==> config.mk <==
export PLATFORM = sky130hd
export DESIGN_NAME = load_store_unit
export DESIGN_NICKNAME = d
export VERILOG_FILES = /design/src/rtl/load_store_unit.sv
export SDC_FILE = /design/constraint.sdc
export NUM_CORES = 1
export LEC_CHECK = 0
export ABC_AREA = 1
export CAP_MARGIN = 15
export CORE_ASPECT_RATIO = 1.75
export CORE_MARGIN = 2
export CORE_UTILIZATION = 40
export CTS_CLUSTER_DIAMETER = 40
export CTS_CLUSTER_SIZE = 24
export DETAILED_ROUTE_END_ITERATION = 8
export HOLD_SLACK_MARGIN = 0.02
export SLEW_MARGIN = 10
export SYNTH_ARGS = -nofsm -noshare
export SYNTH_HDL_FRONTEND = slang
export SYNTH_SLANG_ARGS = --single-unit
==> constraint.sdc <==
create_clock -name clk -period 4.42 [get_ports clk]
set_input_delay 0.442 -clock clk [delete_from_list [all_inputs] [get_ports clk]]
set_output_delay 0.442 -clock clk [all_outputs]
set_load 0.02 [all_outputs]
==> src/rtl/load_store_unit.sv <==
// Load/store unit: serialises one core load/store into 1/2/4 byte transactions on a
// byte-wide memory bus, assembles load data little-endian and returns one response.
module load_store_unit #(
    parameter int ADDR_W      = 32,
    parameter bit CHECK_ALIGN = 1'b1
) (
    input  logic              clk,
    input  logic              rst_n,
    input  logic              req_valid,
    output logic              req_ready,
    input  logic [2:0]        req_op,
    input  logic [ADDR_W-1:0] req_addr,
    input  logic [31:0]       req_wdata,
    output logic              resp_valid,
    output logic [31:0]       resp_rdata,
    output logic              resp_err,
    output logic              mem_req,
    output logic              mem_we,
    output logic [ADDR_W-1:0] mem_addr,
    output logic [7:0]        mem_wdata,
    input  logic [7:0]        mem_rdata,
    input  logic              mem_ack
);

    typedef enum logic [1:0] {
        IDLE,
        ACCESS,
        RESP
    } state_t;

    typedef enum logic [2:0] {
        OP_LB  = 3'b000,
        OP_LH  = 3'b001,
        OP_LW  = 3'b010,
        OP_LBU = 3'b011,
        OP_LHU = 3'b100,
        OP_SB  = 3'b101,
        OP_SH  = 3'b110,
        OP_SW  = 3'b111
    } op_t;

    // Index of the final byte of an access: 0, 1 or 3.
    function automatic logic [1:0] last_index(input op_t op);
        case (op)
            OP_LB, OP_LBU, OP_SB: return 2'd0;
            OP_LH, OP_LHU, OP_SH: return 2'd1;
            default:              return 2'd3;
        endcase
    endfunction

    function automatic logic is_misaligned(input op_t op, input logic [1:0] addr_lo);
        case (last_index(op))
            2'd1:    return addr_lo[0];
            2'd3:    return addr_lo != 2'b00;
            default: return 1'b0;
        endcase
    endfunction

    state_t            state, state_next;
    op_t               op_q;
    logic [ADDR_W-1:0] addr_q;
    logic [31:0]       wdata_q;
    logic [31:0]       load_buf;
    logic [31:0]       load_buf_next;
    logic [31:0]       ext_data;
    logic [1:0]        idx;
    logic [1:0]        last_idx_q;
    logic              accept;
    logic              align_err;
    logic              is_store;
    logic              byte_done;

    assign accept    = req_valid && (state == IDLE);
    assign align_err = CHECK_ALIGN && is_misaligned(op_t'(req_op), req_addr[1:0]);
    assign is_store  = op_q[2] && (op_q != OP_LHU);
    assign byte_done = (state == ACCESS) && mem_ack;

    // Load buffer with the byte arriving this cycle merged in, so the final
    // byte can be extended and registered on the same edge it is acknowledged.
    always_comb begin
        load_buf_next = load_buf;
        load_buf_next[{idx, 3'b000} +: 8] = mem_rdata;
    end

    always_comb begin
        case (op_q)
            OP_LB:   ext_data = {{24{load_buf_next[7]}}, load_buf_next[7:0]};
            OP_LBU:  ext_data = {24'h0, load_buf_next[7:0]};
            OP_LH:   ext_data = {{16{load_buf_next[15]}}, load_buf_next[15:0]};
            OP_LHU:  ext_data = {16'h0, load_buf_next[15:0]};
            OP_LW:   ext_data = load_buf_next;
            default: ext_data = 32'h0;
        endcase
    end

    // NOTE: every output of this block gets a default before the case so no path leaves a latch.
    always_comb begin
        state_next = state;
        req_ready  = 1'b0;
        resp_valid = 1'b0;
        mem_req    = 1'b0;
        mem_we     = 1'b0;
        mem_addr   = '0;
        mem_wdata  = 8'h0;
        case (state)
            IDLE: begin
                req_ready = 1'b1;
                if (accept) begin
                    state_next = align_err ? RESP : ACCESS;
                end
            end
            ACCESS: begin
                mem_req   = 1'b1;
                mem_we    = is_store;
                mem_addr  = addr_q + ADDR_W'(idx);
                mem_wdata = wdata_q[{idx, 3'b000} +: 8];
                if (mem_ack && (idx == last_idx_q)) begin
                    state_next = RESP;
                end
            end
            RESP: begin
                resp_valid = 1'b1;
                state_next = IDLE;
            end
            default: state_next = IDLE;
        endcase
    end

    // NOTE: registers use non-blocking assignments so every flop samples pre-edge values.
    always_ff @(posedge clk or negedge rst_n) begin
        if (!rst_n) begin
            state      <= IDLE;
            op_q       <= OP_LB;
            addr_q     <= '0;
            wdata_q    <= 32'h0;
            load_buf   <= 32'h0;
            idx        <= 2'd0;
            last_idx_q <= 2'd0;
            resp_rdata <= 32'h0;
            resp_err   <= 1'b0;
        end else begin
            state <= state_next;
            if (accept) begin
                op_q       <= op_t'(req_op);
                addr_q     <= req_addr;
                wdata_q    <= req_wdata;
                load_buf   <= 32'h0;
                idx        <= 2'd0;
                last_idx_q <= last_index(op_t'(req_op));
                if (align_err) begin
                    resp_rdata <= 32'h0;
                    resp_err   <= 1'b1;
                end
            end
            if (byte_done) begin
                if (!is_store) begin
                    load_buf <= load_buf_next;
                end
                if (idx == last_idx_q) begin
                    resp_rdata <= ext_data;
                    resp_err   <= 1'b0;
                end else begin
                    idx <= idx + 2'd1;
                end
            end
        end
    end

endmodule

# Word-level counts from Yosys, hierarchy flattened
# Cells that the tools add are included.
[op_classes]
n_addsub = 3
shift = 3
eq_ne = 17
reduce_logical = 11
muxes = 28
[op_table]
columns = ["operator", "count"]
rows = [
  ["32-bit two-way mux", 8],
  ["32-bit one-hot mux with 5 select lines", 1],
  ["32-bit by 2-bit adder with 32-bit output", 1],
  ["32-bit bitwise mux", 1],
  ["8-bit by 7-bit variable shift with 32-bit output (first input constant)", 1],
  ["32-bit by 6-bit indexed part select with 8-bit output", 1],
  ["8-bit by 7-bit indexed part select with 32-bit output", 1],
  ["3-bit == test (second input constant)", 4],
  ["2-bit two-way mux", 6],
  ["3-bit by 2-bit == test with 1-bit output (second input constant)", 3],
  ["1-bit two-way mux", 8],
  ["8-bit two-way mux", 1],
  ["2-bit one-hot mux with 2 select lines", 2],
  ["5-bit negator with 7-bit output", 1],
  ["3-bit by 1-bit == test with 1-bit output (second input constant)", 2],
  ["3-bit logical NOT", 2],
  ["3-bit OR reduction", 2],
  ["2-bit by 1-bit == test with 1-bit output (second input constant)", 2],
  ["2-bit == test (second input constant)", 2],
  ["1-bit logical AND", 4],
  ["3-bit inequality test (second input constant)", 1],
  ["2-bit by 1-bit adder with 2-bit output (second input constant)", 1],
  ["2-bit == test", 1],
  ["2-bit logical NOT", 1],
  ["5 further kinds", 5],
]
[word_totals]
in_bits = 79
regBits = 138
out_inout_bits = 77
word_cells = 71

# Depth between registers and ports, before layout
[logic_depth]
ltp_word = 9
ltp_mapped = 15
ltp_nobuf = 11

# Worst setup path after synthesis
# Ideal clock, no wire load.
[synth_timing]
path_kind = "register -> output"
from = "register idx[0]"
to = "output port mem_addr[14]"
stages_incl_launch_ff = 9
t_arrival_ns = 1.877
n_path_buf = 0
required_ns = 3.978
path_slack_ns = 2.101
cell_sequence = "dfrtp_1 -> ha_1 -> fa_1 -> nand2_2 -> nor2_2 -> nand2_1 -> nor2_2 -> nand2_1 -> nor3b_1"
[synth_via]
elab_chain_len = 2
[synth_rtl]
columns = ["element", "line_no", "text"]
rows = [
  ["start, declared", "66", "logic [1:0] idx;"],
  ["start signal, assigned", "163", "idx <= idx + 2'd1;"],
  ["32-bit by 2-bit adder with 32-bit output", "115", "mem_addr = addr_q + ADDR_W'(idx);"],
  ["32-bit two-way mux", "105", "case (state)"],
  ["end, declared", "19", "output logic [ADDR_W-1:0] mem_addr,"],
]
# Every way passes these cells.

# Final worst setup path
[layout_timing]
from = "register idx[1]"
to = "output port mem_addr[29]"
# Same word-level chain as after synthesis.

==> summary.md <==
The tools report the number of distinct standard cells referenced by the synthesized netlist as 33. The level count of the clock H-tree came out at 4. The run gives 0.277 mV as the highest ir drop seen on vdd. Setup repair after global routing left no endpoint under its margin. During I/O placement, the number of pins put on the boundary was 156.

After detailed routing, the average wire length per cell comes to 16.0 um. Dividing the detail-routed via count by the number of cells gives 5.01. The run gives 0 as the final count of negative-setup-slack endpoints.

Between clock sinks in the finished design, the worst skew comes to 6.60 ps. The tools report the row count as 67. The worst register-to-register path begins at idx[1].

After synthesis, the mean cell area works out to 7.08 um2. For the total iterations of the first detailed-routing run, the log shows 5. The signed area change from the synthesized netlist to the final layout is 28.3%. The logs give 26.2% for the worst relative slew slack and 0 for the count of warnings emitted by yosys. Across all layers, the routed design uses 7,372 vias. The height of the die came out at 188 um. The die covers 20,400 um2. Hold violation count in the final report: 0.

STA classifies the critical path endpoint as an output port. The total track usage is 23.9%, and the post-layout net count is 1,305. The tool flagged a number of max-cap violations equal to 0. The share of the Yosys chip area taken by registers is 44.8%.

For the final worst hold slack, the log shows 57.6 ps. Along the worst path, the maximum fanout reaches 15. For this run the aggregate overflow at the end of global routing stands at 0.

For this block, the routed nets add up to 23.5 mm of wire. For the final total negative setup slack, the log shows 0 ps. At the worst endpoint, the arrival time is 2900 ps. The area of all sequential standard cells came out at 3450 um2.

The root buffer cell chosen for the clock tree is sky130_fd_sc_hd__clkbuf_16. The startpoint type of the worst setup path was a register. TritonCTS built the clock tree. Initial antenna violation count: 0.

The cell count after synthesis came out at 1,089. The remaining antenna violation count was 0; the number of buffers inserted during clock tree synthesis was 17. For the residual DRC count, the log shows 0.

For the starting utilization of the core area, the log shows 40.5%. The logs give 3750 um2 for the footprint of the multi-input gates and 0.891 for the placer congestion estimate. The worst endpoint required time is 3980 ps, and the final cell count without fillers is 1,471.

The summed instance area of the synthesized netlist is 7710 um2. The floorplan step set the die width to 109 um. The critical path in this run is classified as register to output port. Cell count after placement: 1,440. 0 antenna diodes ended up in the layout. The ratio of cells with drive above 1 in the final layout was 6.59%; the post-placement setup slack was 1500 ps. The clock passes through at most 2 buffers. Leaving out fill and tap cells, the most frequent cell in the layout is sky130_fd_sc_hd__nand2_1. Dividing the final minimum period by the clock period gives 75.7%. The tools report the first-pass GRT wire length as 37.4 mm. In this run the worst setup path begins at idx[1]. The power density normalized to cell area was 629 nW/um2. The number of setup buffers added after CTS is 0. The register clock-pin slew on the reported worst setup and hold paths was 60 ps. Static timing analysis puts the maximum clock frequency at 299 MHz. The run gives 17.3 mm as the sum of net half-perimeters after detailed placement. The top cell types in the final layout, fill and taps aside, are sky130_fd_sc_hd__nand2_1 (473), sky130_fd_sc_hd__clkdlybuf4s50_1 (154), sky130_fd_sc_hd__dfrtp_1 (138).

For the total of fill cells in the finished design, the log shows 1,915. The run finished with clean final reports. Area of the core: 19,000 um2. Port buffering added 155 buffers. The worst min-delay path class is primary input to async pin. Counting flops and latches in the post-synthesis netlist gives 138.

The logs give 1590 ps for the worst setup slack for register-to-register paths and 0 for the number of buffers added to fix hold violations after cts. Once the clock tree was built, the resizer swapped 0 gates to a different size. Entering global routing, the biggest net connects 89 pins.

The worst path meets setup with 1070 ps of slack. The clock latency on the worst-skew pair is 430 ps. Counting every net in the synthesized netlist gives 1,176. The static leakage was 0.00484 uW. The number of slew-limit violations in the final report came out at 0. The clock drives 138 sinks. The number of DRC violations after detailed-routing iteration 0 came out at 361. For the pin with the worst max-slew slack, the measured transition is 1100 ps. The number of global-route vias before repair is 7,436, and the time the worst path needs with I/O delays and setup is 3350 ps.
## layer usage
layer  track usage, %  vias to the layer above  share of wire [%]
met4             12.2                        0                4.6
met3             4.62                       54                4.3
met1             25.6                     3415                 37
met2             43.0                      216                 54
met5                0                        -                  0
li1                 -                     3687                  -
## power by group
group | switching [uW] | internal (uW)
clock network | 551 | 896
logic | 1740 | 967
registers | 384 | 1690
## synthesized netlist by cell type, drive strengths merged
master	count	share of area, %
nand4	2	0.24
a21boi	1	0.097
nor3	3	0.19
clkbuf	10	0.49
ha	7	1.1
nand2	485	24
dfrtp	138	45
a21oi	16	1.0
nand3	116	8.1
buf	40	3.4
fa	1	0.26
nor2	123	6.7
inv	53	2.6
xnor2	6	0.78
nor3b	1	0.097
xor2	1	0.11
nand3b	1	0.097
o21ai	84	5.6
clkinv	1	0.049
## path summary, 6_finish.rpt
kind | to | cells after the start
max | mem_addr[29] | 10
min | addr_q[23] | 1
max reg2reg | resp_rdata[30] | 11
min reg2reg | wdata_q[11] | 2
max in group asynchronous | addr_q[22] | 2
min in group clk | wdata_q[11] | 2
## worst max-delay path: stages (launching register included)
cell and delay [ps]:
sky130_fd_sc_hd__dfrtp_1 580, sky130_fd_sc_hd__ha_1 380, sky130_fd_sc_hd__nand3_1 70, sky130_fd_sc_hd__nand2_2 170, sky130_fd_sc_hd__nand2_1 190, sky130_fd_sc_hd__nor2_2 200
sky130_fd_sc_hd__nand2_1 70, sky130_fd_sc_hd__nand2_1 60, sky130_fd_sc_hd__nand2_1 40, sky130_fd_sc_hd__nor2_1 90, sky130_fd_sc_hd__clkdlybuf4s50_1 630
## registers in the layout (all words and copies together), names as in the netlist
name	flops
last_idx_q	2
load_buf	32
idx	2
addr_q	32
wdata_q	32
resp_rdata	32
resp_err	1
op_q	3
state	2
## layout make-up
| class | count | area share (%) |
|---|---|---|
| Multi-Input combinational cell | 847 | 37.9 |
| Clock inverter | 12 | 1.50 |
| Sequential cell | 138 | 34.9 |
| Inverter | 54 | 2.07 |
| Clock buffer | 19 | 4.48 |
| Timing Repair Buffer | 160 | 16.1 |
| Tap cell | 241 | 3.05 |
## kinds of logic after synthesis
family / count (synthesis) / synth area share [%]
compound gates: 101 / 6.73
xor+xnor: 7 / 0.893
fa+ha+maj: 8 / 1.40
buf+inv: 104 / 6.54
flops: 138 / 44.8
simple gates: 731 / 39.6
## stage by stage
step	instance area (um2)	utilization, %	total power [uW]
floorplan	7710	-	3770
global placement	9300	48.9	4800
detailed placement	9300	48.9	4820
CTS	9890	52.0	6290
global route	9890	52.0	6660
finish	9890	52.0	6230
No activity file was read; power rests on OpenSTA's default activity.
